===== config.mk =====
export PLATFORM = sky130hd
export DESIGN_NAME = uart_txrx
export DESIGN_NICKNAME = d
export VERILOG_FILES = /design/src/rtl/uart_txrx.sv
export SDC_FILE = /design/constraint.sdc
export NUM_CORES = 1
export LEC_CHECK = 0
export BUFFER_PORTS_ARGS = -buffer_cell sky130_fd_sc_hd__buf_2
export CORE_MARGIN = 8
export CORE_UTILIZATION = 50
export DETAILED_ROUTE_END_ITERATION = 8
export GPL_TIMING_DRIVEN = 1
export PLACE_DENSITY = 0.7
export SLEW_MARGIN = 20
export SYNTH_ARGS = -nofsm -noshare
export SYNTH_HDL_FRONTEND = slang
export SYNTH_SLANG_ARGS = --single-unit

===== constraint.sdc =====
create_clock -name clk -period 2.1 [get_ports clk]
set_clock_uncertainty 0.05 [all_clocks]
set_input_delay 0.42 -clock clk [delete_from_list [all_inputs] [get_ports clk]]
set_output_delay 0.42 -clock clk [all_outputs]
set_load 0.05 [all_outputs]

===== src/rtl/uart_txrx.sv =====
// uart_txrx -- 8N1 UART transmitter and receiver sharing one clock.
//
// The transmit half serialises a byte onto `info` after a one-cycle `send`
// request. The receive half synchronises `rx_info`, centre-samples it and
// delivers the byte on `out` with a one-cycle `valid` strobe.
//
// Parameters:
//   CLKS_PER_BIT  clock cycles per serial bit (integer >= 4)
//
// Ports:
//   clk        in   system clock, rising edge
//   rst        in   asynchronous active-low reset
//   din[7:0]   in   byte to transmit, sampled when send is accepted
//   send       in   transmit request, accepted when busy=0
//   busy       out  transmit frame in progress
//   info       out  serial transmit line, registered, idles high
//   rx_info    in   serial receive line, asynchronous to clk
//   out[7:0]   out  last correctly framed received byte
//   valid      out  one-cycle pulse when out is updated
//   frame_err  out  one-cycle pulse when a stop bit is sampled low
//
// Build option:
//   UART_LOOPBACK_EN  when defined, the receiver listens to the internal
//                     transmit line instead of rx_info.
module uart_txrx #(
  parameter int CLKS_PER_BIT = 4
) (
  input  logic       clk,
  input  logic       rst,
  input  logic [7:0] din,
  input  logic       send,
  output logic       busy,
  output logic       info,
  input  logic       rx_info,
  output logic [7:0] out,
  output logic       valid,
  output logic       frame_err
);

  localparam int            CW   = $clog2(CLKS_PER_BIT);
  localparam logic [CW-1:0] LAST = CW'(CLKS_PER_BIT - 1);
  localparam logic [CW-1:0] HALF = CW'(CLKS_PER_BIT / 2 - 1);
  localparam logic [CW-1:0] ONE  = CW'(1);

  // ---------------------------------------------------------------- TX
  typedef enum logic [1:0] {T_IDLE, T_START, T_DATA, T_STOP} tx_st_t;

  tx_st_t        tx_state_q, tx_state_d;
  logic [CW-1:0] tx_cnt_q, tx_cnt_d;
  logic [2:0]    tx_bit_q, tx_bit_d;
  logic [7:0]    tx_shift_q, tx_shift_d;
  logic          info_q, info_d;
  logic          busy_q, busy_d;

  always_ff @(posedge clk or negedge rst) begin
    if (!rst) begin
      tx_state_q <= T_IDLE;
      tx_cnt_q   <= '0;
      tx_bit_q   <= '0;
      tx_shift_q <= '0;
      info_q     <= 1'b1;
      busy_q     <= 1'b0;
    end else begin
      tx_state_q <= tx_state_d;
      tx_cnt_q   <= tx_cnt_d;
      tx_bit_q   <= tx_bit_d;
      tx_shift_q <= tx_shift_d;
      info_q     <= info_d;
      busy_q     <= busy_d;
    end
  end

  always_comb begin
    tx_state_d = tx_state_q;
    tx_cnt_d   = tx_cnt_q;
    tx_bit_d   = tx_bit_q;
    tx_shift_d = tx_shift_q;
    case (tx_state_q)
      T_IDLE: begin
        if (send) begin
          tx_state_d = T_START;
          tx_shift_d = din;
          tx_cnt_d   = '0;
          tx_bit_d   = '0;
        end
      end
      T_START: begin
        if (tx_cnt_q == LAST) begin
          tx_cnt_d   = '0;
          tx_state_d = T_DATA;
        end else begin
          tx_cnt_d = tx_cnt_q + ONE;
        end
      end
      T_DATA: begin
        if (tx_cnt_q == LAST) begin
          tx_cnt_d = '0;
          if (tx_bit_q == 3'd7) begin
            tx_state_d = T_STOP;
          end else begin
            tx_bit_d   = tx_bit_q + 3'd1;
            tx_shift_d = tx_shift_q >> 1;
          end
        end else begin
          tx_cnt_d = tx_cnt_q + ONE;
        end
      end
      default: begin
        if (tx_cnt_q == LAST) begin
          tx_cnt_d   = '0;
          tx_state_d = T_IDLE;
        end else begin
          tx_cnt_d = tx_cnt_q + ONE;
        end
      end
    endcase
  end

  // Outputs are decoded from the next state so the line changes on the
  // same edge as the state (start bit begins on the accepting edge).
  always_comb begin
    info_d = 1'b1;
    busy_d = (tx_state_d != T_IDLE);
    case (tx_state_d)
      T_START: info_d = 1'b0;
      T_DATA:  info_d = tx_shift_d[0];
      default: info_d = 1'b1;
    endcase
  end

  assign info = info_q;
  assign busy = busy_q;

  // ---------------------------------------------------------------- RX
  logic rx_src;
`ifdef UART_LOOPBACK_EN
  assign rx_src = info_q;
`else
  assign rx_src = rx_info;
`endif

  typedef enum logic [2:0] {R_IDLE, R_START, R_DATA, R_STOP, R_ERR} rx_st_t;

  logic          rx_meta_q, rx_sync_q;
  rx_st_t        rx_state_q, rx_state_d;
  logic [CW-1:0] rx_cnt_q, rx_cnt_d;
  logic [2:0]    rx_bit_q, rx_bit_d;
  logic [7:0]    rx_shift_q, rx_shift_d;
  logic [7:0]    out_q, out_d;
  logic          valid_q, valid_d;
  logic          ferr_q, ferr_d;

  always_ff @(posedge clk or negedge rst) begin
    if (!rst) begin
      rx_meta_q  <= 1'b1;
      rx_sync_q  <= 1'b1;
      rx_state_q <= R_IDLE;
      rx_cnt_q   <= '0;
      rx_bit_q   <= '0;
      rx_shift_q <= '0;
      out_q      <= '0;
      valid_q    <= 1'b0;
      ferr_q     <= 1'b0;
    end else begin
      rx_meta_q  <= rx_src;
      rx_sync_q  <= rx_meta_q;
      rx_state_q <= rx_state_d;
      rx_cnt_q   <= rx_cnt_d;
      rx_bit_q   <= rx_bit_d;
      rx_shift_q <= rx_shift_d;
      out_q      <= out_d;
      valid_q    <= valid_d;
      ferr_q     <= ferr_d;
    end
  end

  always_comb begin
    rx_state_d = rx_state_q;
    rx_cnt_d   = rx_cnt_q;
    rx_bit_d   = rx_bit_q;
    rx_shift_d = rx_shift_q;
    case (rx_state_q)
      R_IDLE: begin
        if (!rx_sync_q) begin
          rx_state_d = R_START;
          rx_cnt_d   = '0;
          rx_bit_d   = '0;
        end
      end
      R_START: begin
        // Re-check half a bit in; a line already back high was a glitch.
        if (rx_cnt_q == HALF) begin
          rx_cnt_d   = '0;
          rx_state_d = rx_sync_q ? R_IDLE : R_DATA;
        end else begin
          rx_cnt_d = rx_cnt_q + ONE;
        end
      end
      R_DATA: begin
        if (rx_cnt_q == LAST) begin
          rx_cnt_d   = '0;
          rx_shift_d = {rx_sync_q, rx_shift_q[7:1]};
          if (rx_bit_q == 3'd7) rx_state_d = R_STOP;
          else                  rx_bit_d   = rx_bit_q + 3'd1;
        end else begin
          rx_cnt_d = rx_cnt_q + ONE;
        end
      end
      R_STOP: begin
        if (rx_cnt_q == LAST) begin
          rx_cnt_d   = '0;
          rx_state_d = rx_sync_q ? R_IDLE : R_ERR;
        end else begin
          rx_cnt_d = rx_cnt_q + ONE;
        end
      end
      default: begin
        // Bad stop bit: wait for the line to return high before re-arming.
        if (rx_sync_q) rx_state_d = R_IDLE;
      end
    endcase
  end

  always_comb begin
    valid_d = (rx_state_q == R_STOP) && (rx_cnt_q == LAST) && rx_sync_q;
    ferr_d  = (rx_state_q == R_STOP) && (rx_cnt_q == LAST) && !rx_sync_q;
    out_d   = valid_d ? rx_shift_q : out_q;
  end

  assign out       = out_q;
  assign valid     = valid_q;
  assign frame_err = ferr_q;

endmodule


**After elaboration in Yosys (flattened, before gate mapping)**

Index checks and enable logic that the tools add are counted.

- Register bits after elaboration: 45
- Latch bits: 0
- RAM bits: 0
- Memory bits (read-only): 0
- Input port bits: 12
- Word-level logic and storage cells: 93
- Memories: 0

- Add/sub/neg operators: 4
- Multipliers: 0
- Divide/modulo/power cells: 0
- Magnitude comparators: 0
- Eq/ne operators: 21
- Shift-type cells: 0
- Muxes and demuxes: 35
- Bitwise logic cells: 0
- Reductions and logical operators: 17

Operator list:

| operator | number |
|---|---|
| $mux W3 | 13 |
| $mux W2 | 12 |
| $mux W8 | 3 |
| $ne A2 B2 Y1 const B | 9 |
| $pmux W8 S2 | 1 |
| $pmux W2 S3 | 2 |
| $pmux W3 S2 | 2 |
| $pmux W3 S4 | 1 |
| $eq A2 B2 Y1 const B | 4 |
| $reduce_and A4 Y1 | 2 |
| $add A3 B1 Y3 const B | 2 |
| $eq A2 B1 Y1 const B | 3 |
| $eq A3 B2 Y1 const B | 2 |
| $eq A3 B3 Y1 const B | 2 |
| $reduce_and A6 Y1 | 1 |
| $reduce_bool A2 Y1 | 3 |
| $reduce_bool A5 Y1 | 1 |
| $add A2 B1 Y2 const B | 2 |
| $reduce_and A2 Y1 | 2 |
| $eq A3 B1 Y1 const B | 1 |
| $logic_and A1 B1 Y1 | 3 |
| $logic_not A3 Y1 | 1 |
| $reduce_bool A3 Y1 | 1 |
| $logic_not A2 Y1 | 1 |
| 3 further kinds | 3 |

**Logic depth before layout (Yosys ltp)**

- Word-level depth: 6
- Gate-level depth with buffers: 6

**Worst setup path after synthesis**

OpenSTA, ideal clock, no wires.

- Path type: register to register
- From: register tx_bit_q[0]
- To: register tx_shift_q[7]
- Setup time: 0.121 ns
- Arrival: 1.394 ns
- Data required time: 1.929 ns
- Slack: 0.535 ns
- Stages on the path, launching flop included: 7
- Cells stage by stage: dfrtp_1 > ha_1 > ha_1 > and4bb_1 > buf_4 > nor2_2 > a22o_1

- Cells in the longest elaborated chain, start to end: 3

Ends and longest elaborated chain:

| item | line | text |
|---|---|---|
| start: declaration | 50 | `logic [2:0] tx_bit_q, tx_bit_d;` |
| start signal: assignment | 66 | `tx_bit_q <= tx_bit_d;` |
| $eq A3 B3 Y1 | 98 | `if (tx_bit_q == 3'd7) begin` |
| $ne A2 B2 Y1 (no source line) | - |  |
| $reduce_and A4 Y1 (no source line) | - |  |
| end signal: assignment | 67 | `tx_shift_q <= tx_shift_d;` |
| end: declaration | 51 | `logic [7:0] tx_shift_q, tx_shift_d;` |

No other way between the ends.
A chain may end at the register's enable or synchronous reset.

**Final worst setup path**

- From: register tx_bit_q[0]
- To: register tx_bit_q[2]

- Cells in the longest elaborated chain, start to end: 4

Ends and longest elaborated chain:

| item | line | text |
|---|---|---|
| $add A3 B1 Y3 | 101 | `tx_bit_d = tx_bit_q + 3'd1;` |
| $mux W3 | 98 |  |
| $mux W3 | 96 | `if (tx_cnt_q == LAST) begin` |
| $pmux W3 S2 | 78 | `case (tx_state_q)` |

Parallel ways exist; a longest one is shown, timed or not. The select of a mux whose other input is x is not followed.

==> flow_summary.rst <==
.. list-table::
   :header-rows: 1

   * - Metric
     - Value
   * - Data required, critical path
     - 2.24 ns
   * - Worst IR Drop VDD
     - between 0.6 and 0.7 mV
   * - Sequential fraction of the synthesis area
     - 0.535
   * - Critical path, cell by cell
     - ha_1 > ha_1 > and4bb_1 > nor2_2 > a22o_1
   * - Yosys warning count
     - 0
   * - Maximum number of pins on one net before global-route repair
     - 31
   * - Port-buffer cells
     - 23
   * - Number of setup violations in the final report
     - 0
   * - Startpoint type of the worst setup path
     - flip-flop
   * - CTS tree
     - done
   * - Total setup buffers inserted after CTS
     - 0
   * - Max transition margin
     - 0.559
   * - Final period utilization
     - 0.893
   * - Async SR Flop Fraction
     - 1.00
   * - CTS H-tree lvls
     - 2
   * - Die Ht
     - ~81 µm
   * - Mapped Avg Cell Area
     - approximately 12 µm²
   * - Path type of the worst setup path
     - reg -> reg
   * - Detailed-route via count
     - between 1000 and 1500
   * - Site row count
     - 23
   * - Drt total wl
     - between 4000 and 5000 µm
   * - Worst hold-check path type
     - in -> async
   * - Final estimated routing congestion in global placement
     - around 0.71
   * - Final hold viol count
     - 0
   * - Number of enable-type register cells in the synthesized netlist
     - 0
   * - First drt pass iteration count
     - 4
   * - Overall die width
     - roughly 80 µm
   * - Most frequent cell on the critical path
     - sky130_fd_sc_hd__ha_1
   * - Layout cell share with drive strength beyond 1
     - 0.311
   * - Reg2Reg Depth
     - 5
   * - MaxCap Viol Count
     - 0
   * - PD cells
     - roughly 1200 nW/µm²
   * - Hold Buf Count CTS
     - 0
   * - Number of global-route vias before repair
     - 1456
   * - Diode count
     - 0
   * - Drt drc
     - 0
   * - Post-synthesis instance total
     - approximately 170
   * - Post-layout min period
     - around 1.9 ns
   * - Iter 0 DRT Violations
     - 50
   * - Synth Cell Area
     - roughly 2100 µm²
   * - Transition time of the tightest slew-check pin
     - 0.662 ns
   * - Element type at the critical path end
     - flip-flop
   * - Top fanout value on the critical path
     - 10
   * - CTS clock-pin slew for the worst setup and hold paths
     - ~0.09 ns
   * - Root cell of the clock tree
     - sky130_fd_sc_hd__clkbuf_8
   * - Setup repair after global routing missed its margin
     - false
   * - Nets
     - about 210
   * - Critical-path cell with the highest stage delay
     - sky130_fd_sc_hd__and4bb_1
   * - Detailed-placement wirelength estimate
     - between 2000 and 3000 µm
   * - Register-to-Register Setup Slack
     - 0.23 ns
   * - Total Negative Setup Slacks
     - 0 ns
   * - Outcome
     - completed
   * - Aggregate global routing overflow
     - 0
   * - Fmax
     - 534 MHz
   * - Max Slew Vio Count
     - 0
   * - Initial Util
     - 0.524
   * - Wire length of the first global-routing pass
     - between 6000 and 7000 µm
   * - CTS buffer count
     - 5
   * - Clock tree buffer depth
     - 2
   * - Core region area
     - 4030 µm²
   * - Boundary Pins
     - 24
   * - Insertion delay of the later-clocked pin in the worst-skew pair
     - roughly 0.30 ns
   * - Area of the die
     - 6560 µm²
   * - Critical R2R Launch
     - tx_bit_q[0]
   * - Initial antenna violation count
     - 0
   * - Total GRT Usage
     - 0.134
   * - Number of routed nets with antenna violations
     - 0
   * - Total nets after synthesis
     - 192
   * - Largest incremental delay on the critical path
     - 0.55 ns
   * - Worst slack on hold paths
     - about 0.093 ns
   * - Layout area overhead
     - 9.54%
   * - Post-CTS resize count
     - 0
   * - Flip-flop and latch count after synthesis
     - 45
   * - DR vias/cell
     - between 5 and 6
   * - DR WL/cell
     - 17.2 µm
   * - Synth cell types
     - 46
   * - WP data arrival
     - roughly 2.0 ns
   * - Clock sink count
     - 45
   * - Dominant register cell in the synthesized netlist
     - sky130_fd_sc_hd__dfrtp_1
   * - Total leakage power
     - roughly 1.2 nW
   * - Reg2Reg Capture Point
     - tx_bit_q[2]
cell type report:
cell class	count	area (µm²)
repair buffers	25	130
clock buffers	5	68.8
inverters	6	22.5
flip-flops and latches	45	1130
clock inverters	3	22.5
fillers	351	1720
multi-input cells	109	877
well taps	50	62.6
cells in the final DEF (no fill, tap or decap), drive strengths merged, types with 6 or more instances in the layout:
master	n
dfrtp	42
mux2	16
buf	25
ha	8
inv	6
a22oi	7
o21ai	6
nand3	9
nand2	10
nor2	9
worst max-delay path, delay by kind of cell, from the launching register on:
| kind | cells | cell delay (ns) |
|---|---|---|
| compound gates | 1 | 0.20 |
| fa+ha+maj | 2 | 0.44 |
| flops | 1 | 0.41 |
| simple gates | 2 | 0.66 |
registers in the layout, summed over array words and instances (netlist names), 2 cells and up:
signal and cells:
rx_state_q 3, rx_cnt_q 2, tx_shift_q 8, rx_bit_q 3
rx_shift_q 8, out 8, tx_state_q 2, tx_bit_q 3
tx_cnt_q 2
metal layers:
metal	global-route usage	routed length, µm	vias up
met5	0	0	-
met4	0.0696	84	0
met3	0.0486	200	9
met2	0.223	2170	29
met1	0.149	1730	721
li1	-	-	656
how the worst max path moves through the flow:
stage,slack [ns],cells past startpoint,end,start
after global routing,0.18,5,tx_bit_q[2],tx_bit_q[0]
after floorplan,0.53,6,tx_shift_q[7],tx_bit_q[0]
after global placement,0.36,5,tx_bit_q[1],tx_bit_q[0]
after CTS,0.25,5,tx_bit_q[2],tx_bit_q[0]
after detailed placement,0.27,5,tx_bit_q[1],tx_bit_q[0]
final,0.23,5,tx_bit_q[2],tx_bit_q[0]
cell usage after synthesis, types with 4 or more instances:
library cell,n,share of area
sky130_fd_sc_hd__dfrtp_1,42,0.50
sky130_fd_sc_hd__mux2_2,16,0.085
sky130_fd_sc_hd__nand2_1,10,0.018
sky130_fd_sc_hd__nand3_1,9,0.021
sky130_fd_sc_hd__ha_1,8,0.047
sky130_fd_sc_hd__nor2_1,7,0.012
sky130_fd_sc_hd__a22oi_1,6,0.021
sky130_fd_sc_hd__inv_1,6,0.011
sky130_fd_sc_hd__o21ai_0,6,0.014
sky130_fd_sc_hd__buf_4,5,0.018
sky130_fd_sc_hd__a31oi_1,4,0.012
sky130_fd_sc_hd__nor2b_1,4,0.012
stage by stage:
stage / cell area, µm² / utilization / cells / power, mW / worst slack (ns)
after floorplan: 2110 / - / 172 / 2.14 / 0.535
after global placement: 2220 / 0.552 / 235 / 2.24 / 0.365
after detailed placement: 2220 / 0.552 / 235 / 2.34 / 0.271
after CTS: 2310 / 0.574 / 243 / 2.89 / 0.248
after global routing: 2310 / 0.574 / 243 / 3.04 / 0.180
final: 2310 / 0.574 / 243 / 2.87 / 0.226
logic make-up (layout without fill, tap and decap cells):
group,Yosys count,count (layout),synth area share
AO/OA/AOI/OAI,33,33,0.112
AND/OR/NAND/NOR,48,48,0.152
flip-flops,45,45,0.535
adder cells (fa/ha/maj),8,8,0.0474
multiplexers,19,19,0.0995
buffers and inverters,18,39,0.0498
XOR/XNOR,1,1,0.00415
power breakdown:
part | switching, mW | internal, mW
combinational | 0.537 | 0.393
sequential | 0.284 | 1.11
clock | 0.309 | 0.236
No activity file was read; power rests on OpenSTA's default activity.
